**src/rtl/ni_pkg.sv**
```systemverilog
// Shared widths and packet types for the network-interface packet path.
package ni_pkg;
    localparam int FLIT_W      = 16;
    localparam int TOTAL_FLITS = 4;
    localparam int PKT_W       = FLIT_W * TOTAL_FLITS;

    // Occupancy needs to represent 0..depth inclusive.
    function automatic int level_w(input int depth);
        return $clog2(depth + 1);
    endfunction

    typedef struct packed {
        logic [FLIT_W-1:0] header;
        logic [FLIT_W-1:0] addr_hi;
        logic [FLIT_W-1:0] addr_lo;
        logic [FLIT_W-1:0] payload;
    } req_packet_s;

    typedef struct packed {
        logic [FLIT_W-1:0] header;
        logic [FLIT_W-1:0] status;
        logic [FLIT_W-1:0] data_hi;
        logic [FLIT_W-1:0] data_lo;
    } resp_packet_s;
endpackage

```
**src/rtl/ni_pkt_fifo_mem.sv**
```systemverilog
// Packet storage: DEPTH x W array, one write port and one registered read port.
module ni_pkt_fifo_mem #(
    parameter int DEPTH = 4,
    parameter int W     = 64,
    parameter int AW    = 2
) (
    input  logic          clk,
    input  logic          reset,
    input  logic          i_we,
    input  logic [AW-1:0] i_waddr,
    input  logic [W-1:0]  i_wdata,
    input  logic          i_re,
    input  logic [AW-1:0] i_raddr,
    output logic [W-1:0]  o_rdata
);
    logic [W-1:0] r_mem [DEPTH];
    logic [W-1:0] r_rdata;

    // Contents are deliberately left unreset so the array maps onto RAM.
    always_ff @(posedge clk) begin
        if (i_we) begin
            r_mem[i_waddr] <= i_wdata;
        end
    end

    always_ff @(posedge clk) begin
        if (reset) begin
            r_rdata <= '0;
        end else if (i_re) begin
            r_rdata <= r_mem[i_raddr];
        end
    end

    assign o_rdata = r_rdata;
endmodule

```
**src/rtl/ni_pkt_fifo.sv**
```systemverilog
// Packet-granular FIFO with level/almost-full reporting, flush and sticky error flags.
module ni_pkt_fifo #(
    parameter int DEPTH    = 4,
    parameter int PKT_W    = ni_pkg::PKT_W,
    parameter int AFULL_TH = DEPTH - 1
) (
    input  logic                                 clk,
    input  logic                                 reset,
    input  logic                                 fifo_wreq,
    input  logic [PKT_W-1:0]                     wdata,
    input  logic                                 fifo_rreq,
    output logic [PKT_W-1:0]                     rdata,
    output logic                                 rvalid,
    output logic                                 fifo_full,
    output logic                                 fifo_empty,
    output logic                                 almost_full,
    output logic [ni_pkg::level_w(DEPTH)-1:0]    level,
    input  logic                                 flush,
    output logic                                 err_ovf,
    output logic                                 err_udf,
    input  logic                                 err_clr
);
    localparam int LVL_W = ni_pkg::level_w(DEPTH);
    localparam int PTR_W = $clog2(DEPTH);
    localparam logic [PTR_W-1:0] PTR_LAST = PTR_W'(DEPTH - 1);

    logic [PTR_W-1:0] r_wr_ptr;
    logic [PTR_W-1:0] r_rd_ptr;
    logic [LVL_W-1:0] r_level;
    logic             r_rvalid;
    logic             r_err_ovf;
    logic             r_err_udf;

    logic w_full;
    logic w_empty;
    logic w_wr_acc;
    logic w_rd_acc;
    logic w_ovf_evt;
    logic w_udf_evt;

    // Status derives from the registered level only, never from this cycle's requests.
    assign w_full   = (r_level == LVL_W'(DEPTH));
    assign w_empty  = (r_level == '0);
    assign w_wr_acc = fifo_wreq & ~w_full & ~flush;
    assign w_rd_acc = fifo_rreq & ~w_empty & ~flush;
    assign w_ovf_evt = fifo_wreq & w_full & ~flush;
    assign w_udf_evt = fifo_rreq & w_empty & ~flush;

    always_ff @(posedge clk) begin
        if (reset || flush) begin
            r_wr_ptr <= '0;
            r_rd_ptr <= '0;
            r_level  <= '0;
            r_rvalid <= 1'b0;
        end else begin
            if (w_wr_acc) begin
                r_wr_ptr <= (r_wr_ptr == PTR_LAST) ? '0 : r_wr_ptr + 1'b1;
            end
            if (w_rd_acc) begin
                r_rd_ptr <= (r_rd_ptr == PTR_LAST) ? '0 : r_rd_ptr + 1'b1;
            end
            case ({w_wr_acc, w_rd_acc})
                2'b10:   r_level <= r_level + 1'b1;
                2'b01:   r_level <= r_level - 1'b1;
                default: r_level <= r_level;
            endcase
            r_rvalid <= w_rd_acc;
        end
    end

    // A new error in the same cycle as err_clr keeps the flag set.
    always_ff @(posedge clk) begin
        if (reset) begin
            r_err_ovf <= 1'b0;
            r_err_udf <= 1'b0;
        end else begin
            r_err_ovf <= w_ovf_evt | (r_err_ovf & ~err_clr);
            r_err_udf <= w_udf_evt | (r_err_udf & ~err_clr);
        end
    end

    ni_pkt_fifo_mem #(
        .DEPTH (DEPTH),
        .W     (PKT_W),
        .AW    (PTR_W)
    ) u_mem (
        .clk     (clk),
        .reset   (reset),
        .i_we    (w_wr_acc),
        .i_waddr (r_wr_ptr),
        .i_wdata (wdata),
        .i_re    (w_rd_acc),
        .i_raddr (r_rd_ptr),
        .o_rdata (rdata)
    );

    assign rvalid      = r_rvalid;
    assign fifo_full   = w_full;
    assign fifo_empty  = w_empty;
    assign almost_full = (r_level >= LVL_W'(AFULL_TH));
    assign level       = r_level;
    assign err_ovf     = r_err_ovf;
    assign err_udf     = r_err_udf;
endmodule

```
**config.mk**
```make
export PLATFORM = sky130hd
export DESIGN_NAME = ni_pkt_fifo
export DESIGN_NICKNAME = d
export VERILOG_FILES = /design/src/rtl/ni_pkg.sv /design/src/rtl/ni_pkt_fifo_mem.sv /design/src/rtl/ni_pkt_fifo.sv
export SDC_FILE = /design/constraint.sdc
export NUM_CORES = 1
export LEC_CHECK = 0
export ABC_AREA = 1
export ABC_CLOCK_PERIOD_IN_PS = 7500
export CORE_ASPECT_RATIO = 0.7
export CORE_UTILIZATION = 50
export CTS_CLUSTER_DIAMETER = 100
export DETAILED_ROUTE_END_ITERATION = 10
export GPL_TIMING_DRIVEN = 0
export PLACE_DENSITY = 0.78
export SLEW_MARGIN = 15
export SYNTH_ARGS = -nofsm -noshare
export SYNTH_HDL_FRONTEND = slang
export SYNTH_HIERARCHICAL = 1
export SYNTH_SLANG_ARGS = --single-unit
export TNS_END_PERCENT = 1
```
**constraint.sdc**
```tcl
create_clock -name clk -period 7.5 [get_ports clk]
set_input_delay 1.5 -clock clk [delete_from_list [all_inputs] [get_ports clk]]
set_output_delay 1.5 -clock clk [all_outputs]
set_load 0.005 [all_outputs]
```
==> results of run 1 <==
==> state kept, by name (all words and copies together) (netlist names) <==
signal / flops
rvalid: 1
err_ovf: 1
u_mem/r_mem: 256
err_udf: 1
u_mem/o_rdata: 64
r_wr_ptr: 2
r_rd_ptr: 2
level: 3
==> per-stage QoR <==
step           std cells  util, %  total power [mW]
2_1_floorplan       1042        -              2.13
3_3_place_gp        1502     59.3              2.24
3_5_place_dp        1531     60.4              2.25
4_1_cts             1587     64.3              3.69
5_1_grt             1588     64.3              3.77
6_report            1592     64.4              3.67
==> per-layer routing <==
metal  vias up  GRT usage (%)  wire (µm)
met3        49           4.45       2320
met4         0           5.82        668
li1       4044              -          -
met2       381           36.9      13700
met1      4112           32.3      12600
met5         -              0          0
==> cell usage in the layout, fill, tap and decap left out, types with 7 or more instances in the layout <==
cell type / instances
sky130_fd_sc_hd__nand3_1: 129
sky130_fd_sc_hd__clkbuf_16: 31
sky130_fd_sc_hd__clkdlybuf4s50_1: 142
sky130_fd_sc_hd__dfxtp_1: 74
sky130_fd_sc_hd__nor2_1: 8
sky130_fd_sc_hd__o21ai_0: 67
sky130_fd_sc_hd__inv_1: 18
sky130_fd_sc_hd__nand2_1: 331
sky130_fd_sc_hd__buf_2: 12
sky130_fd_sc_hd__edfxtp_1: 256
sky130_fd_sc_hd__clkbuf_1: 32
sky130_fd_sc_hd__a21oi_1: 68
sky130_fd_sc_hd__buf_6: 17
sky130_fd_sc_hd__clkinv_2: 7
sky130_fd_sc_hd__buf_4: 39
==> worst max-delay path by stage <==
stage                     slack, ns  cells after the start            endpoint  startpoint
after floorplan                0.74                      6   u_mem/r_mem[1][0]   fifo_wreq
after global placement        -3.00                      6  u_mem/r_mem[0][15]       flush
after detailed placement       3.07                     10  u_mem/r_mem[3][15]       flush
after CTS                      3.61                     10  u_mem/r_mem[3][17]       flush
after global routing           3.48                     10  u_mem/r_mem[3][19]       flush
final                          3.63                     10  u_mem/r_mem[3][17]       flush
==> cell families (layout without fill, tap and decap cells) <==
kind of cell | after synthesis | after routing | synth area share, %
simple gates | 488 | 488 | 16.6
buf+inv | 83 | 310 | 3.77
other cells | 0 | 5 | 0
compound gates | 137 | 137 | 5.57
flops | 330 | 330 | 73.6
fa+ha+maj | 4 | 4 | 0.462
==> synthesized netlist by cell type, types with 3 or more instances <==
cell type	n	area, µm²
sky130_fd_sc_hd__a21oi_1	68	340
sky130_fd_sc_hd__buf_2	12	60.1
sky130_fd_sc_hd__buf_4	16	120
sky130_fd_sc_hd__buf_6	11	124
sky130_fd_sc_hd__clkbuf_1	22	82.6
sky130_fd_sc_hd__dfxtp_1	74	1480
sky130_fd_sc_hd__edfxtp_1	256	7690
sky130_fd_sc_hd__ha_1	3	37.5
sky130_fd_sc_hd__inv_1	18	67.6
sky130_fd_sc_hd__inv_2	4	15.0
sky130_fd_sc_hd__nand2_1	331	1240
sky130_fd_sc_hd__nand2_2	5	31.3
sky130_fd_sc_hd__nand3_1	129	646
sky130_fd_sc_hd__nor2_1	8	30.0
sky130_fd_sc_hd__nor2_2	3	18.8
sky130_fd_sc_hd__nor2_4	3	33.8
sky130_fd_sc_hd__nor3_1	4	20.0
sky130_fd_sc_hd__o21ai_0	67	335
==> power by group <==
group / internal (mW) / total, mW / switching, mW
clock network: 0.822 / 1.46 / 0.643
registers: 2.01 / 2.02 / 0.0133
logic: 0.0867 / 0.189 / 0.102
total: 2.91 / 3.67 / 0.758
==> area by class of cell <==
type / instances / area [µm²] / share of cell area, %
antenna: 5 / 12.5 / 0.0808
buffer: 61 / 387 / 2.50
clock buffer: 44 / 855 / 5.52
clock inverter: 12 / 83.8 / 0.541
inverter: 22 / 82.6 / 0.533
multi-input combinational: 629 / 2840 / 18.3
sequential: 330 / 9170 / 59.2
tap: 318 / 398 / 2.57
timing repair buffer: 171 / 1660 / 10.7
==> worst min-delay path: stages (launching register included) <==
cell and delay [ns]:
sky130_fd_sc_hd__dfxtp_1 0.32, sky130_fd_sc_hd__nand2_1 0.08, sky130_fd_sc_hd__a21oi_2 0.05
==> metrics.txt, run 1 <==
# TYPE chip_impl_metric gauge
chip_impl_info{name="status",value="complete, no violations"} 1
chip_impl_metric{name="firstDrtPassIters",unit=""} 5
chip_impl_metric{name="ioPinCount",unit=""} 143
chip_impl_metric{name="detail_route.drc_violations",unit=""} 0
chip_impl_metric{name="min_period_over_period",unit="%"} 51.7
chip_impl_metric{name="route.final.wire_length",unit="µm"} 29300
chip_impl_metric{name="post_synth_num_cell_types",unit=""} 23
chip_impl_metric{name="reg2reg_setup_slack",unit="ns"} 4.73
chip_impl_metric{name="slew_headroom",unit="%"} 42.5
chip_impl_metric{name="placed_area",unit="µm²"} 14500
chip_impl_metric{name="timing_worst_slew_pin_value",unit="ns"} 0.857
chip_impl_metric{name="irDropWorstVdd",unit="V"} 0.000217
chip_impl_metric{name="setup_slack_after_placement",unit="ns"} 3.07
chip_impl_metric{name="dieWidth",unit="µm"} 191
chip_impl_metric{name="ctsResizeCount",unit=""} 0
chip_impl_info{name="end_kind",value="flip-flop"} 1
chip_impl_metric{name="pwr_density_cell",unit="nW/µm²"} 237
chip_impl_metric{name="whs",unit="ns"} 0.496
chip_impl_info{name="r2r-start",value="level[0]"} 1
chip_impl_metric{name="synth.avg_cell_area",unit="µm²"} 12.0
chip_impl_metric{name="synth_seq_cells",unit=""} 330
chip_impl_metric{name="setup_ws",unit="ns"} 3.63
chip_impl_info{name="min_from",value="err_udf"} 1
chip_impl_info{name="timing.critical_path.slowest_stage_cell",value="sky130_fd_sc_hd__nor3_2"} 1
chip_impl_info{name="tritoncts",value="built"} 1
chip_impl_metric{name="max_freq",unit="MHz"} 258
chip_impl_metric{name="worstRegToRegCells",unit=""} 10
chip_impl_metric{name="clock_sink_count",unit=""} 330
chip_impl_metric{name="grt_pass1_vias",unit=""} 8100
chip_impl_metric{name="timing.critical_path.arrival",unit="ns"} 4.12
chip_impl_metric{name="cts_hold_repair.buffers",unit=""} 0
chip_impl_metric{name="die_footprint",unit="µm²"} 25600
chip_impl_metric{name="postSynth.asyncResetShare",unit="%"} 0
chip_impl_metric{name="detail_route.iter0.violations",unit=""} 673
chip_impl_metric{name="cp_slowest_stage_delay",unit="ns"} 0.66
chip_impl_metric{name="fillerInstances",unit=""} 1767
chip_impl_metric{name="gp_congestion",unit=""} 0.772
chip_impl_metric{name="drive_gt1_share",unit="%"} 10.6
chip_impl_metric{name="grt_max_degree",unit=""} 16
chip_impl_metric{name="synth_warnings",unit=""} 6
chip_impl_metric{name="timing.final.crit_period",unit="ns"} 3.87
chip_impl_metric{name="area_delta_synth_final",unit="%"} 24.3
chip_impl_metric{name="setup_total_negative_slack",unit="ns"} 0
chip_impl_metric{name="worstPathRequired",unit="ns"} 7.75
chip_impl_metric{name="number_of_endpoints_failing_setup_at_the_final_stage",unit=""} 0
chip_impl_metric{name="place_hpwl",unit="µm"} 19700
chip_impl_metric{name="clock_path_buffers",unit=""} 3
chip_impl_metric{name="area_of_the_placeable_core",unit="µm²"} 24100
chip_impl_metric{name="globalRouteTotalUtil",unit="%"} 23.0
chip_impl_metric{name="clk_latency",unit="ns"} 0.55
chip_impl_metric{name="finish.instance_area",unit="µm²"} 15500
chip_impl_metric{name="via_count",unit=""} 8586
chip_impl_metric{name="htree_levels",unit=""} 1
chip_impl_info{name="critical_path.reg2reg.endpoint",value="u_mem/r_mem[3][17]"} 1
chip_impl_metric{name="synth_sequential_area_ratio",unit="%"} 73.6
chip_impl_info{name="timing.critical_path.cells",value="clkdlybuf4s50_1, nor2_4, nand2_4, inv_1, inv_1, nor3_2, buf_4, buf_4, buf_4, buf_4"} 1
chip_impl_info{name="path_common_cell",value="sky130_fd_sc_hd__buf_4"} 1
chip_impl_metric{name="postSynthNetCount",unit=""} 1116
chip_impl_metric{name="cts_setup_buffers",unit=""} 0
chip_impl_metric{name="clk_transition_reported_paths",unit="ns"} 0.06
chip_impl_metric{name="cts_inserted_buffers",unit=""} 30
chip_impl_metric{name="skew",unit="ns"} 0.0109
chip_impl_metric{name="power_leakage",unit="nW"} 5.78
chip_impl_metric{name="worst-path-max-fanout",unit=""} 10
chip_impl_info{name="worst_hold_check_path_type",value="reg -> reg"} 1
chip_impl_metric{name="postRouteAntennaNets",unit=""} 0
chip_impl_info{name="path_class",value="in -> reg"} 1
chip_impl_info{name="min_to",value="err_udf"} 1
chip_impl_metric{name="io_buffers",unit=""} 142
chip_impl_metric{name="die-height",unit="µm"} 134
chip_impl_info{name="cp_top_family",value="buffers and inverters"} 1
chip_impl_metric{name="num-nets-final",unit=""} 1319
chip_impl_metric{name="route.detailed.wl_per_inst",unit="µm"} 18.4
chip_impl_metric{name="number_of_synthesized_flops_with_an_enable_pin",unit=""} 256
chip_impl_metric{name="grt_pass1_wl",unit="µm"} 44900
chip_impl_metric{name="synthesis.instances",unit=""} 1042
chip_impl_metric{name="core.rowCount",unit=""} 47
chip_impl_metric{name="initial_utilization",unit="%"} 51.8
chip_impl_metric{name="cell_area_synth",unit="µm²"} 12500
chip_impl_info{name="rsz0062_at_grt",value="false"} 1
chip_impl_metric{name="total_congestion_overflow_after_global_routing",unit=""} 0
chip_impl_metric{name="via_density_per_instance",unit=""} 5.39
chip_impl_metric{name="grt_antenna_before_repair",unit=""} 4
chip_impl_metric{name="drv_cap",unit=""} 0
chip_impl_metric{name="worstHoldPathCells",unit=""} 2
chip_impl_metric{name="final-hold-violation-count",unit=""} 0
chip_impl_info{name="worstSetupStartpointType",value="primary input"} 1
chip_impl_metric{name="path_buf_inv",unit=""} 7
chip_impl_metric{name="finalMaxSlewViolations",unit=""} 0
chip_impl_info{name="clock-root-buffer",value="sky130_fd_sc_hd__clkbuf_16"} 1
chip_impl_info{name="ys_dominant_reg_cell",value="sky130_fd_sc_hd__edfxtp_1"} 1
Note: power is estimated with default switching activity, not from simulation.
==> run 2: changes to the inputs <==
ABC_CLOCK_PERIOD_IN_PS = 3900   (was 7500)
clock period = 3.9 ns   (was 7.5 ns; I/O delays follow)
==> run 2 against run 1 <==
Clock skew increased by 0.00051 ns; routed wire length shrank 0.29%; largest power group unchanged; first-iteration DRC count grew 15%; critical path type unchanged; cell count is 0.75% lower.
==> metrics.txt, run 2 (same netlist as run 1, synthesis figures left out) <==
# TYPE chip_impl_metric gauge
chip_impl_metric{name="power.share.combinational",unit="%"} 4.9
chip_impl_metric{name="detail_route.drc_violations",unit=""} 0
chip_impl_metric{name="cts_inserted_buffers",unit=""} 31
chip_impl_metric{name="worstPathRequired",unit="ns"} 4.16
chip_impl_metric{name="route.final.wire_length",unit="µm"} 29200
chip_impl_metric{name="initial_utilization",unit="%"} 51.8
chip_impl_metric{name="gp_congestion",unit=""} 0.766
chip_impl_metric{name="total_congestion_overflow_after_global_routing",unit=""} 0
chip_impl_metric{name="pwr_density_cell",unit="nW/µm²"} 477
chip_impl_metric{name="irDropWorstVdd",unit="V"} 0.000338
chip_impl_info{name="layout_common_cells",value="sky130_fd_sc_hd__nand2_1, sky130_fd_sc_hd__edfxtp_1, sky130_fd_sc_hd__clkdlybuf4s50_1, sky130_fd_sc_hd__nand3_1, sky130_fd_sc_hd__dfxtp_1"} 1
chip_impl_metric{name="timing.critical_path.arrival",unit="ns"} 3.11
chip_impl_metric{name="core.rowCount",unit=""} 47
chip_impl_metric{name="num-nets-final",unit=""} 1310
chip_impl_metric{name="finalMaxSlewViolations",unit=""} 0
chip_impl_info{name="largest_register_by_flop_count",value="u_mem/r_mem"} 1
chip_impl_metric{name="postRouteAntennaNets",unit=""} 0
chip_impl_metric{name="dieWidth",unit="µm"} 191
chip_impl_metric{name="p_int",unit="mW"} 6.03
chip_impl_metric{name="skew",unit="ns"} 0.0115
chip_impl_metric{name="worstHoldPathCells",unit=""} 2
chip_impl_metric{name="finalCoreUtilization",unit="%"} 65.7
chip_impl_metric{name="power_leakage",unit="nW"} 5.89
chip_impl_metric{name="min_period_over_period",unit="%"} 73.1
chip_impl_info{name="clock-root-buffer",value="sky130_fd_sc_hd__clkbuf_16"} 1
chip_impl_metric{name="worstRegToRegCells",unit=""} 9
chip_impl_metric{name="switching_power",unit="mW"} 1.50
chip_impl_metric{name="grt_antenna_before_repair",unit=""} 3
chip_impl_metric{name="ioPinCount",unit=""} 143
chip_impl_metric{name="setup_slack_after_placement",unit="ns"} 0.471
chip_impl_metric{name="largest_register_ff_count",unit=""} 256
chip_impl_metric{name="pwr-share-clk",unit="%"} 43.5
chip_impl_metric{name="via_count",unit=""} 8604
chip_impl_metric{name="slew_headroom",unit="%"} 45.7
chip_impl_metric{name="cts_hold_repair.buffers",unit=""} 0
chip_impl_metric{name="clock_sink_count",unit=""} 330
chip_impl_metric{name="die-height",unit="µm"} 134
chip_impl_metric{name="htree_levels",unit=""} 1
chip_impl_info{name="worst_hold_check_path_type",value="reg -> reg"} 1
chip_impl_metric{name="cts_setup_buffers",unit=""} 0
chip_impl_metric{name="max_freq",unit="MHz"} 351
chip_impl_metric{name="clk_transition_reported_paths",unit="ns"} 0.07
chip_impl_info{name="path_class",value="in -> reg"} 1
chip_impl_metric{name="globalRouteTotalUtil",unit="%"} 23.0
chip_impl_metric{name="drive_gt1_share",unit="%"} 10.6
chip_impl_info{name="worstSetupStartpointType",value="primary input"} 1
chip_impl_metric{name="ctsResizeCount",unit=""} 0
chip_impl_metric{name="clock_path_buffers",unit=""} 3
chip_impl_metric{name="clk_latency",unit="ns"} 0.55
chip_impl_metric{name="share_seq_of_total_power",unit="%"} 51.6
chip_impl_metric{name="total_power",unit="mW"} 7.53
chip_impl_metric{name="die_footprint",unit="µm²"} 25600
chip_impl_metric{name="place_hpwl",unit="µm"} 19300
chip_impl_info{name="end_kind",value="flip-flop"} 1
chip_impl_metric{name="setup_ws",unit="ns"} 1.05
chip_impl_metric{name="number_of_endpoints_failing_setup_at_the_final_stage",unit=""} 0
chip_impl_metric{name="detail_route.iter0.violations",unit=""} 771
chip_impl_metric{name="net_sw_share",unit="%"} 19.9
chip_impl_metric{name="worst-path-max-fanout",unit=""} 14
chip_impl_metric{name="via_density_per_instance",unit=""} 5.45
chip_impl_metric{name="grt_pass1_wl",unit="µm"} 44900
chip_impl_metric{name="area_of_the_placeable_core",unit="µm²"} 24100
chip_impl_metric{name="reg2reg_setup_slack",unit="ns"} 1.44
chip_impl_info{name="tritoncts",value="built"} 1
chip_impl_metric{name="timing_worst_slew_pin_value",unit="ns"} 0.812
chip_impl_metric{name="area_delta_synth_final",unit="%"} 26.9
chip_impl_metric{name="drv_cap",unit=""} 0
chip_impl_metric{name="grt_max_degree",unit=""} 17
chip_impl_metric{name="timing.final.crit_period",unit="ns"} 2.85
chip_impl_metric{name="firstDrtPassIters",unit=""} 5
chip_impl_info{name="status",value="complete, no violations"} 1
chip_impl_metric{name="grt_pass1_vias",unit=""} 8331
chip_impl_info{name="mostFrequentLayoutCell",value="sky130_fd_sc_hd__nand2_1"} 1
chip_impl_metric{name="final-hold-violation-count",unit=""} 0
chip_impl_metric{name="io_buffers",unit=""} 142
chip_impl_metric{name="route.detailed.wl_per_inst",unit="µm"} 18.5
chip_impl_info{name="rsz0062_at_grt",value="false"} 1
-- run 2: changes by cell type in the layout (fill, tap and decap cells not counted), moves of 5 or more --
cell                        delta
sky130_fd_sc_hd__clkbuf_8      +5
sky130_fd_sc_hd__buf_4        -23
sky130_fd_sc_hd__buf_6         -5
sky130_fd_sc_hd__buf_8        +13
sky130_fd_sc_hd__bufinv_16     +5
sky130_fd_sc_hd__buf_16        +5
sky130_fd_sc_hd__clkbuf_1      -6
-- run 2: worst max-delay path, stage by stage --
cell                              delay, ns
sky130_fd_sc_hd__clkdlybuf4s50_1       0.55
sky130_fd_sc_hd__nor2_4                0.22
sky130_fd_sc_hd__nand2_4               0.09
sky130_fd_sc_hd__inv_1                 0.06
sky130_fd_sc_hd__inv_1                 0.14
sky130_fd_sc_hd__nor3_4                0.66
sky130_fd_sc_hd__buf_16                0.23
sky130_fd_sc_hd__buf_6                 0.18
sky130_fd_sc_hd__buf_8                 0.17
-- run 2: stage by stage --
| step | hold WS [ns] | setup TNS, ns | cell area [µm²] | instances |
|---|---|---|---|---|
| after floorplan | 0.466 | -49.31 | 12500 | 1042 |
| after global placement | 0.473 | -653.94 | 14300 | 1502 |
| after detailed placement | 0.476 | 0 | 14700 | 1521 |
| after CTS | 0.486 | 0 | 15800 | 1578 |
| after global routing | 0.507 | 0 | 15800 | 1579 |
| final | 0.486 | 0 | 15800 | 1580 |
-- run 2: path summary, 6_finish.rpt --
check / startpoint / end
setup / recovery: flush / u_mem/r_mem[0][16]
hold / removal: err_udf / err_udf
setup reg to reg: level[0] / u_mem/r_mem[0][16]
hold reg to reg: err_udf / err_udf
-- run 2: power by group through the flow --
stage               sequential [mW]  clock (mW)  combinational, mW
floorplan                      3.96           0              0.138
global route                   3.89        3.45              0.404
detailed placement             3.96           0              0.369
finish                         3.88        3.28              0.371
CTS                            3.88        3.32              0.372
global placement               3.96           0              0.337
-- run 2: final cells by class --
cell class | count | area [µm²]
repair buffers | 161 | 1770
clock buffers | 43 | 901
diodes | 2 | 5.00
well taps | 318 | 398
fillers | 1732 | 8250
inverters | 22 | 82.6
plain buffers | 61 | 387
multi-input cells | 629 | 2860
clock inverters | 14 | 233
flip-flops and latches | 330 | 9170
-- run 2: metal layers --
| layer | up-vias | part of all wire [%] | global-route usage (%) |
|---|---|---|---|
| met5 | - | 0.045 | 0 |
| met4 | 2 | 2.0 | 5.69 |
| li1 | 4022 | - | - |
| met3 | 46 | 8.0 | 4.26 |
| met2 | 362 | 47 | 36.5 |
| met1 | 4172 | 43 | 32.9 |
==> run 3: changes to the inputs <==
ABC_CLOCK_PERIOD_IN_PS = 2500   (was 3900)
PLACE_DENSITY = 0.81   (was 0.78)
clock period = 2.5 ns   (was 3.9 ns; I/O delays follow)
==> run 3 against run 2 <==
Clock skew is essentially flat; global-route usage grew 0.14 points; core utilization down 0.33 points; sequential share of layout area increased by 0.29 points; design area fell by 0.50%; register-to-register slack lost 1.2 ns; combinational power rose by 57%; sequential power increased by 56%; largest power group unchanged.
==> metrics.txt, run 3 (same netlist as run 1, synthesis figures left out) <==
# TYPE chip_impl_metric gauge
chip_impl_metric{name="area_of_the_placeable_core",unit="µm²"} 24100
chip_impl_info{name="timing.critical_path.cells",value="clkdlybuf4s50_1, nor2_4, nand2_4, inv_2, inv_4, nor3_4, buf_8, buf_8, buf_16, buf_16, buf_8"} 1
chip_impl_metric{name="grt_antenna_before_repair",unit=""} 5
chip_impl_metric{name="total_congestion_overflow_after_global_routing",unit=""} 0
chip_impl_metric{name="place_hpwl",unit="µm"} 19100
chip_impl_info{name="largest_register_by_flop_count",value="u_mem/r_mem"} 1
chip_impl_metric{name="route.final.wire_length",unit="µm"} 29300
chip_impl_metric{name="timing.final.crit_period",unit="ns"} 2.41
chip_impl_info{name="clock-root-buffer",value="sky130_fd_sc_hd__clkbuf_16"} 1
chip_impl_info{name="path_common_cell",value="sky130_fd_sc_hd__buf_8"} 1
chip_impl_metric{name="setup_slack_after_placement",unit="ns"} -0.710
chip_impl_metric{name="largest_register_ff_count",unit=""} 256
chip_impl_info{name="mostFrequentLayoutCell",value="sky130_fd_sc_hd__nand2_1"} 1
chip_impl_metric{name="die-height",unit="µm"} 134
chip_impl_metric{name="dieWidth",unit="µm"} 191
chip_impl_info{name="path_class",value="in -> reg"} 1
chip_impl_metric{name="setup_ws",unit="ns"} 0.0929
chip_impl_metric{name="firstDrtPassIters",unit=""} 7
chip_impl_metric{name="worst-path-max-fanout",unit=""} 14
chip_impl_info{name="worst_hold_check_path_type",value="reg -> reg"} 1
chip_impl_metric{name="total_power",unit="mW"} 11.4
chip_impl_metric{name="share_seq_of_total_power",unit="%"} 53.3
chip_impl_metric{name="detail_route.iter0.violations",unit=""} 800
chip_impl_metric{name="min_period_over_period",unit="%"} 96.3
chip_impl_metric{name="area_delta_synth_final",unit="%"} 26.2
chip_impl_info{name="status",value="complete, no violations"} 1
chip_impl_metric{name="clock_sink_count",unit=""} 330
chip_impl_metric{name="skew",unit="ns"} 0.0118
chip_impl_metric{name="grt_pass1_vias",unit=""} 8469
chip_impl_metric{name="cts_inserted_buffers",unit=""} 30
chip_impl_metric{name="finalCoreUtilization",unit="%"} 65.4
chip_impl_metric{name="max_freq",unit="MHz"} 415
chip_impl_metric{name="die_footprint",unit="µm²"} 25600
chip_impl_metric{name="number_of_endpoints_failing_setup_at_the_final_stage",unit=""} 0
chip_impl_metric{name="finalMaxSlewViolations",unit=""} 0
chip_impl_metric{name="power.share.combinational",unit="%"} 5.1
chip_impl_info{name="layout_common_cells",value="sky130_fd_sc_hd__nand2_1, sky130_fd_sc_hd__edfxtp_1, sky130_fd_sc_hd__clkdlybuf4s50_1, sky130_fd_sc_hd__nand3_1, sky130_fd_sc_hd__dfxtp_1"} 1
chip_impl_metric{name="detail_route.drc_violations",unit=""} 0
chip_impl_metric{name="final-hold-violation-count",unit=""} 0
chip_impl_metric{name="core.rowCount",unit=""} 47
chip_impl_metric{name="timing.critical_path.arrival",unit="ns"} 2.67
chip_impl_metric{name="slew_headroom",unit="%"} 59.2
chip_impl_metric{name="clock_path_buffers",unit=""} 3
chip_impl_metric{name="placed_area",unit="µm²"} 14700
chip_impl_metric{name="clk_transition_reported_paths",unit="ns"} 0.06
chip_impl_metric{name="power_leakage",unit="nW"} 5.84
chip_impl_metric{name="timing_worst_slew_pin_value",unit="ns"} 0.610
chip_impl_metric{name="route.detailed.wl_per_inst",unit="µm"} 18.5
chip_impl_metric{name="num-nets-final",unit=""} 1313
chip_impl_metric{name="cp_slowest_stage_delay",unit="ns"} 0.55
chip_impl_metric{name="final_cell_count_no_fill",unit=""} 1585
chip_impl_metric{name="worstPathRequired",unit="ns"} 2.76
chip_impl_metric{name="pwr-share-clk",unit="%"} 41.5
chip_impl_metric{name="initial_utilization",unit="%"} 51.8
chip_impl_info{name="timing.critical_path.slowest_stage_cell",value="sky130_fd_sc_hd__clkdlybuf4s50_1"} 1
chip_impl_metric{name="net_sw_share",unit="%"} 20.4
chip_impl_info{name="tritoncts",value="built"} 1
chip_impl_metric{name="cts_hold_repair.buffers",unit=""} 0
chip_impl_metric{name="fillerInstances",unit=""} 1780
chip_impl_metric{name="p_int",unit="mW"} 9.04
chip_impl_metric{name="grt_max_degree",unit=""} 16
chip_impl_metric{name="htree_levels",unit=""} 1
chip_impl_metric{name="grt_pass1_wl",unit="µm"} 45300
chip_impl_metric{name="gp_congestion",unit=""} 0.764
chip_impl_metric{name="globalRouteTotalUtil",unit="%"} 23.1
chip_impl_metric{name="drive_gt1_share",unit="%"} 10.8
chip_impl_metric{name="clk_latency",unit="ns"} 0.55
chip_impl_info{name="worstSetupStartpointType",value="primary input"} 1
chip_impl_metric{name="irDropWorstVdd",unit="V"} 0.000626
chip_impl_info{name="end_kind",value="flip-flop"} 1
chip_impl_metric{name="finish.instance_area",unit="µm²"} 15700
chip_impl_metric{name="io_buffers",unit=""} 142
chip_impl_metric{name="whs",unit="ns"} 0.480
chip_impl_metric{name="via_count",unit=""} 8707
chip_impl_metric{name="numPlacedInstances",unit=""} 1522
chip_impl_metric{name="ioPinCount",unit=""} 143
chip_impl_metric{name="drv_cap",unit=""} 0
chip_impl_metric{name="setup_total_negative_slack",unit="ns"} 0
chip_impl_metric{name="switching_power",unit="mW"} 2.32
chip_impl_metric{name="pwr_density_cell",unit="nW/µm²"} 722
chip_impl_metric{name="postRouteAntennaNets",unit=""} 0
chip_impl_metric{name="via_density_per_instance",unit=""} 5.49
==> run 3: worst paths after layout <==
check	from	to	slack (ns)	cells after the start
worst max-delay path	flush	u_mem/r_mem[0][9]	0.09	11
worst min-delay path	err_udf	err_udf	0.48	2
worst max register to register	level[0]	u_mem/r_mem[0][9]	0.21	11
worst min register to register	err_udf	err_udf	0.48	2
==> run 3: what timing repair did <==
action                                 4_1_cts  5_1_grt
setup endpoints to repair                   22       11
pin swaps                                    2        1
endpoints found under the hold margin        0        0
gates cloned                                 0        0
buffers inserted                             1        2
resized for setup                            0        0
==> run 3: power by group through the flow <==
stage | registers (mW) | logic (mW) | clock network (mW)
final | 6.06 | 0.584 | 4.72
after global routing | 6.07 | 0.636 | 4.96
after CTS | 6.06 | 0.580 | 4.78
after detailed placement | 6.18 | 0.574 | 0
after global placement | 6.18 | 0.527 | 0
after floorplan | 6.17 | 0.220 | 0
==> run 3: worst max-delay path: cells and delay by family <==
family	cells	cell delay [ns]
buffers and inverters	8	1.58
and+or+nand+nor	3	0.56
==> run 3: routing by layer <==
| metal | wire [µm] | part of all wire (%) | track usage (%) | vias up |
|---|---|---|---|---|
| li1 | - | - | - | 4037 |
| met1 | 11800 | 40 | 31.6 | 4210 |
| met2 | 14100 | 48 | 37.6 | 411 |
| met3 | 2740 | 9.3 | 4.63 | 47 |
| met4 | 581 | 2.0 | 7.02 | 2 |
| met5 | 16 | 0.055 | 0 | - |
==> run 3: final cells by class <==
class / count / area, µm² / share of cell area [%]
diodes: 4 / 10.0 / 0.0637
plain buffers: 61 / 387 / 2.46
clock buffers: 40 / 870 / 5.53
clock inverters: 16 / 165 / 1.05
inverters: 22 / 92.6 / 0.589
multi-input cells: 629 / 2860 / 18.2
flip-flops and latches: 330 / 9170 / 58.3
well taps: 318 / 398 / 2.53
repair buffers: 165 / 1770 / 11.3
==> patch 1 (settings of run 1) <==
The package constant `FLIT_W` goes from 16 to 32.
--- a/src/rtl/ni_pkg.sv
+++ b/src/rtl/ni_pkg.sv
@@ -2,3 +2,3 @@
 package ni_pkg;
-    localparam int FLIT_W      = 16;
+    localparam int FLIT_W      = 32;
     localparam int TOTAL_FLITS = 4;
Ports: changed (resized rdata and wdata); port bits go from 143 to 271. The function was not compared with the original's and may differ.
==> patch 1 against run 1 <==
Wire length increased by 110%. Worst hold slack got worse by 0.0029 ns. Final area increased by 96%. Worst setup slack got worse by 0.12 ns. Sequential cell count increased by 320. Sequential share of layout area increased by 0.50 points. Count of clock-buffer cells in the layout increased by 33. Non-clock buffer count increased by 232. Critical path type unchanged. Power increased by 99%. Utilization decreased by 1.0 points. Synthesized area increased by 95%.
==> patch 1: results (changes against run 1) <==
.. list-table::
   :header-rows: 1

   * - Metric
     - Value
   * - Post-route non-filler standard cell count
     - 3,107 (was 1,592)
   * - Internal power contribution
     - 5.82 mW (was 2.91 mW)
   * - Worst Skew
     - 0.0152 ns (was 0.0109 ns)
   * - Total routing resource utilization after global routing
     - 0.247 (was 0.230)
   * - Sequential area share after synthesis
     - 0.746 (was 0.736)
   * - Most numerous cell types in the synthesized netlist
     - 651 x nand2_1, 512 x edfxtp_1, 257 x nand3_1 (was 331 x nand2_1, 256 x edfxtp_1, 129 x nand3_1)
   * - Worst Setup Slack post-DPL
     - 2.95 ns (was 3.07 ns)
   * - Worst-Skew Late Latency
     - 0.59 ns (was 0.55 ns)
   * - Vias/cell
     - 5.40 (was 5.39)
   * - Fillcell total
     - 3,518 (was 1,767)
   * - Tightest hold margin
     - 0.493 ns (was 0.496 ns)
   * - Number of design-rule violations left by the first detailed-router iteration
     - 1,727 (was 673)
   * - Final net count
     - 2,538 (was 1,319)
   * - Path depth of the worst reg2reg path
     - 12 (was 10)
   * - Post-detailed-route wirelength per cell
     - 19.8 µm (was 18.4 µm)
   * - Net Count, Synth
     - 2,142 (was 1,116)
   * - RePlAce Congestion
     - 0.784 (was 0.772)
   * - Critical path's slowest cell
     - clkdlybuf4s50_1 (was nor3_2)
   * - Via count of the first global-routing pass
     - 16,500 (was 8,100)
   * - Power Sequential
     - 3.98 mW (was 2.02 mW)
   * - Last element of the critical path
     - u_mem/r_mem[1][48] (was u_mem/r_mem[3][17])
   * - Highest attainable clock frequency
     - 0.251 GHz (was 0.258 GHz)
   * - Number of synthesized flops with an enable pin
     - 512 (was 256)
   * - Maximum fanout along the worst path
     - 9 (was 10)
   * - Tightest slew margin relative to the limit
     - 0.427 (was 0.425)
   * - Cell variety after synth
     - 28 (was 23)
   * - Run status
     - finished clean (unchanged)
   * - Number of flip-flops under the largest register name
     - 512 (was 256)
## patch 1: cell types whose count changed after synthesis, sizes merged
cell,change
edfxtp,+256
nand2,+320
a21oi,+64
clkbuf,+22
buf,+44
o21ai,+64
nand3,+128
dfxtp,+64
## patch 1: layout make-up
type                       count  area (µm²)  area share
timing repair buffer         337        3300       0.109
buffer                       127         785      0.0258
clock buffer                  77        1620      0.0535
clock inverter                29         295     0.00972
antenna                        5        12.5    0.000412
tap                          655         820      0.0270
inverter                      22        85.1     0.00280
sequential                   650       18100       0.597
multi-input combinational   1205        5320       0.175
## patch 1: routing by layer
metal	GRT usage	wire length, µm
met3	0.0439	5090
met2	0.406	29800
met4	0.0751	1730
met5	0	12
met1	0.337	24700
## patch 1: cells by family after synthesis
logic type	Yosys count
AOI/OAI and AO/OA	265
buffers and inverters	149
and+or+nand+nor	936
adders and majority gates	4
DFF	650
==> patch 2 (config.mk and constraints of run 1) <==
Made on the original files. Make the reset (`reset`) asynchronous in 2 clocked blocks.
--- a/src/rtl/ni_pkt_fifo_mem.sv
+++ b/src/rtl/ni_pkt_fifo_mem.sv
@@ -25,3 +25,3 @@
 
-    always_ff @(posedge clk) begin
+    always_ff @(posedge clk or posedge reset) begin
         if (reset) begin
--- a/src/rtl/ni_pkt_fifo.sv
+++ b/src/rtl/ni_pkt_fifo.sv
@@ -71,3 +71,3 @@
     // A new error in the same cycle as err_clr keeps the flag set.
-    always_ff @(posedge clk) begin
+    always_ff @(posedge clk or posedge reset) begin
         if (reset) begin
Function: differs if reset is asserted again (counterexample within 4 cycles, from zero or initial values and one cycle with reset high); with reset held inactive, the same outputs for 4 cycles.
==> patch 2 against run 1 <==
Final area increased by 9.7%. Register-to-register slack improved by 0.17 ns. Non-clock buffer count decreased by 4. Count of clock-buffer cells in the layout decreased by 11. First-iteration DRC count decreased by 22%. Worst setup slack improved by 0.11 ns. Synthesized area increased by 10%. Via count increased by 9.7%. Wire length increased by 2.0%. Sequential cell count unchanged. Highest routed layer is now met5.
Power is not compared: it rests on default switching activity, and its combinational part moved more than twofold at a synthesized area within 25%.
==> patch 2: results (changes against run 1) <==
.. list-table::
   :header-rows: 1

   * - Metric
     - Value
   * - Worst Min Path Start
     - u_mem/o_rdata[45] (was err_udf)
   * - Antenna violations before repair
     - 1 (was 4)
   * - Number of iterations in the first detailed-routing pass
     - 4 (was 5)
   * - Top routing layer in use
     - met5 (was met4)
   * - Met2 track demand over resource in global routing
     - 0.375 (was 0.369)
   * - Number of design-rule violations left by the first detailed-router iteration
     - 527 (was 673)
   * - RePlAce Congestion
     - 0.773 (was 0.772)
   * - Share of post-route cells with drive strength above 1
     - 0.0864 (was 0.106)
   * - Parity-gate share of the synthesized area counting xor and xnor cells
     - 0 (unchanged)
   * - Via count of the first global-routing pass
     - 9,261 (was 8,100)
   * - Most numerous cell types in the synthesized netlist
     - 524 x nand2_1, 278 x inv_1, 256 x edfxtp_1 (was 331 x nand2_1, 256 x edfxtp_1, 129 x nand3_1)
   * - Wire length on met1
     - 12.8 mm (was 12.6 mm)
   * - Path depth of the worst reg2reg path
     - 11 (was 10)
   * - Post-detailed-route wirelength per cell
     - 15.3 µm (was 18.4 µm)
   * - Worst Skew
     - 0.00956 ns (was 0.0109 ns)
   * - Total via count in the routed design
     - 9,417 (was 8,586)
   * - Tightest slew margin relative to the limit
     - 0.488 (was 0.425)
   * - Clock buffers created by TritonCTS
     - 30 (unchanged)
   * - Fillcell total
     - 2,041 (was 1,767)
   * - Sequential area share after synthesis
     - 0.693 (was 0.736)
   * - Total routing resource utilization after global routing
     - 0.220 (was 0.230)
   * - Routed wire length on met3
     - 1.89 mm (was 2.32 mm)
   * - Critical path's slowest cell
     - clkdlybuf4s50_1 (was nor3_2)
   * - Beginning of the worst register-to-register path
     - level[0] (unchanged)
   * - Run status
     - finished clean (unchanged)
   * - Adder-cell area share of the yosys netlist
     - 0.00420 (was 0.00462)
   * - Total instance count after detailed placement
     - 1,894 (was 1,531)
   * - Sum of net half-perimeters after detailed placement
     - 20.7 mm (was 19.7 mm)
   * - Tightest hold margin
     - 0.482 ns (was 0.496 ns)
   * - Maximum number of pins on one net before global-route repair
     - 38 (was 16)
   * - Data arrival time of the worst path
     - 4.01 ns (was 4.12 ns)
   * - FF-to-FF End
     - u_mem/r_mem[1][49] (was u_mem/r_mem[3][17])
   * - Global routing usage on met3
     - 0.0303 (was 0.0445)
   * - Register-to-Register Setup Slack
     - 4.90 ns (was 4.73 ns)
   * - Wire length of the first global-routing pass
     - 47.5 mm (was 44.9 mm)
   * - Worst Setup Slack post-DPL
     - 3.17 ns (was 3.07 ns)
   * - Slowest cell delay on critical path
     - 0.55 ns (was 0.66 ns)
   * - Largest cells by area after synthesis
     - edfxtp_1 56%, nand2_1 14%, dfrtp_1 12% (was edfxtp_1 62%, dfxtp_1 12%, nand2_1 10%)
   * - Met1 routing resource usage after global routing
     - 0.301 (was 0.323)
   * - Final net count
     - 1,636 (was 1,319)
   * - Hold path endpoint
     - u_mem/o_rdata[45] (was err_udf)
[patch 2: changes by cell type after synthesis, moves of 2 or more]
cell | run 1 | this run
dfrtp_1 | 0 | 66
nand2_1 | 331 | 524
a21oi_2 | 2 | 0
inv_1 | 18 | 278
buf_6 | 11 | 0
clkbuf_1 | 22 | 10
dfxtp_1 | 74 | 8
buf_2 | 12 | 23
a21oi_1 | 68 | 4
o21ai_0 | 67 | 5
buf_1 | 0 | 8
buf_4 | 16 | 13
nand2_2 | 5 | 3
[patch 2: cell type report]
type	instances	area, µm²	area share
sequential	330	9500	0.559
multi-input combinational	691	2890	0.170
timing repair buffer	174	1710	0.101
inverter	281	1060	0.0622
clock buffer	33	793	0.0467
tap	364	455	0.0268
clock inverter	23	303	0.0178
buffer	54	280	0.0165
antenna	1	2.50	0.000147
[patch 2: per-stage QoR]
step	area [µm²]	setup TNS (ns)	utilization	power [mW]
2_1_floorplan	13700	0	-	2.38
3_3_place_gp	15600	-783.53	0.581	2.70
3_5_place_dp	15900	0	0.592	2.72
4_1_cts	17000	0	0.633	4.37
5_1_grt	17000	0	0.633	4.51
6_report	17000	0	0.633	4.34
[patch 2: kinds of logic after synthesis]
logic type	after synthesis
compound gates	9
buf+inv	335
simple gates	678
flops	330
fa+ha+maj	4
[patch 2: worst max-delay path by stage]
| stage | from | end | slack, ns | cells past startpoint |
|---|---|---|---|---|
| final | flush | u_mem/r_mem[1][49] | 3.74 | 11 |
| after global routing | flush | u_mem/r_mem[1][49] | 3.60 | 11 |
| after CTS | flush | u_mem/r_mem[1][49] | 3.73 | 11 |
| after detailed placement | flush | u_mem/r_mem[1][63] | 3.17 | 11 |
| after global placement | flush | u_mem/r_mem[0][63] | -3.15 | 6 |
| after floorplan | fifo_wreq | u_mem/r_mem[1][0] | 0.74 | 6 |
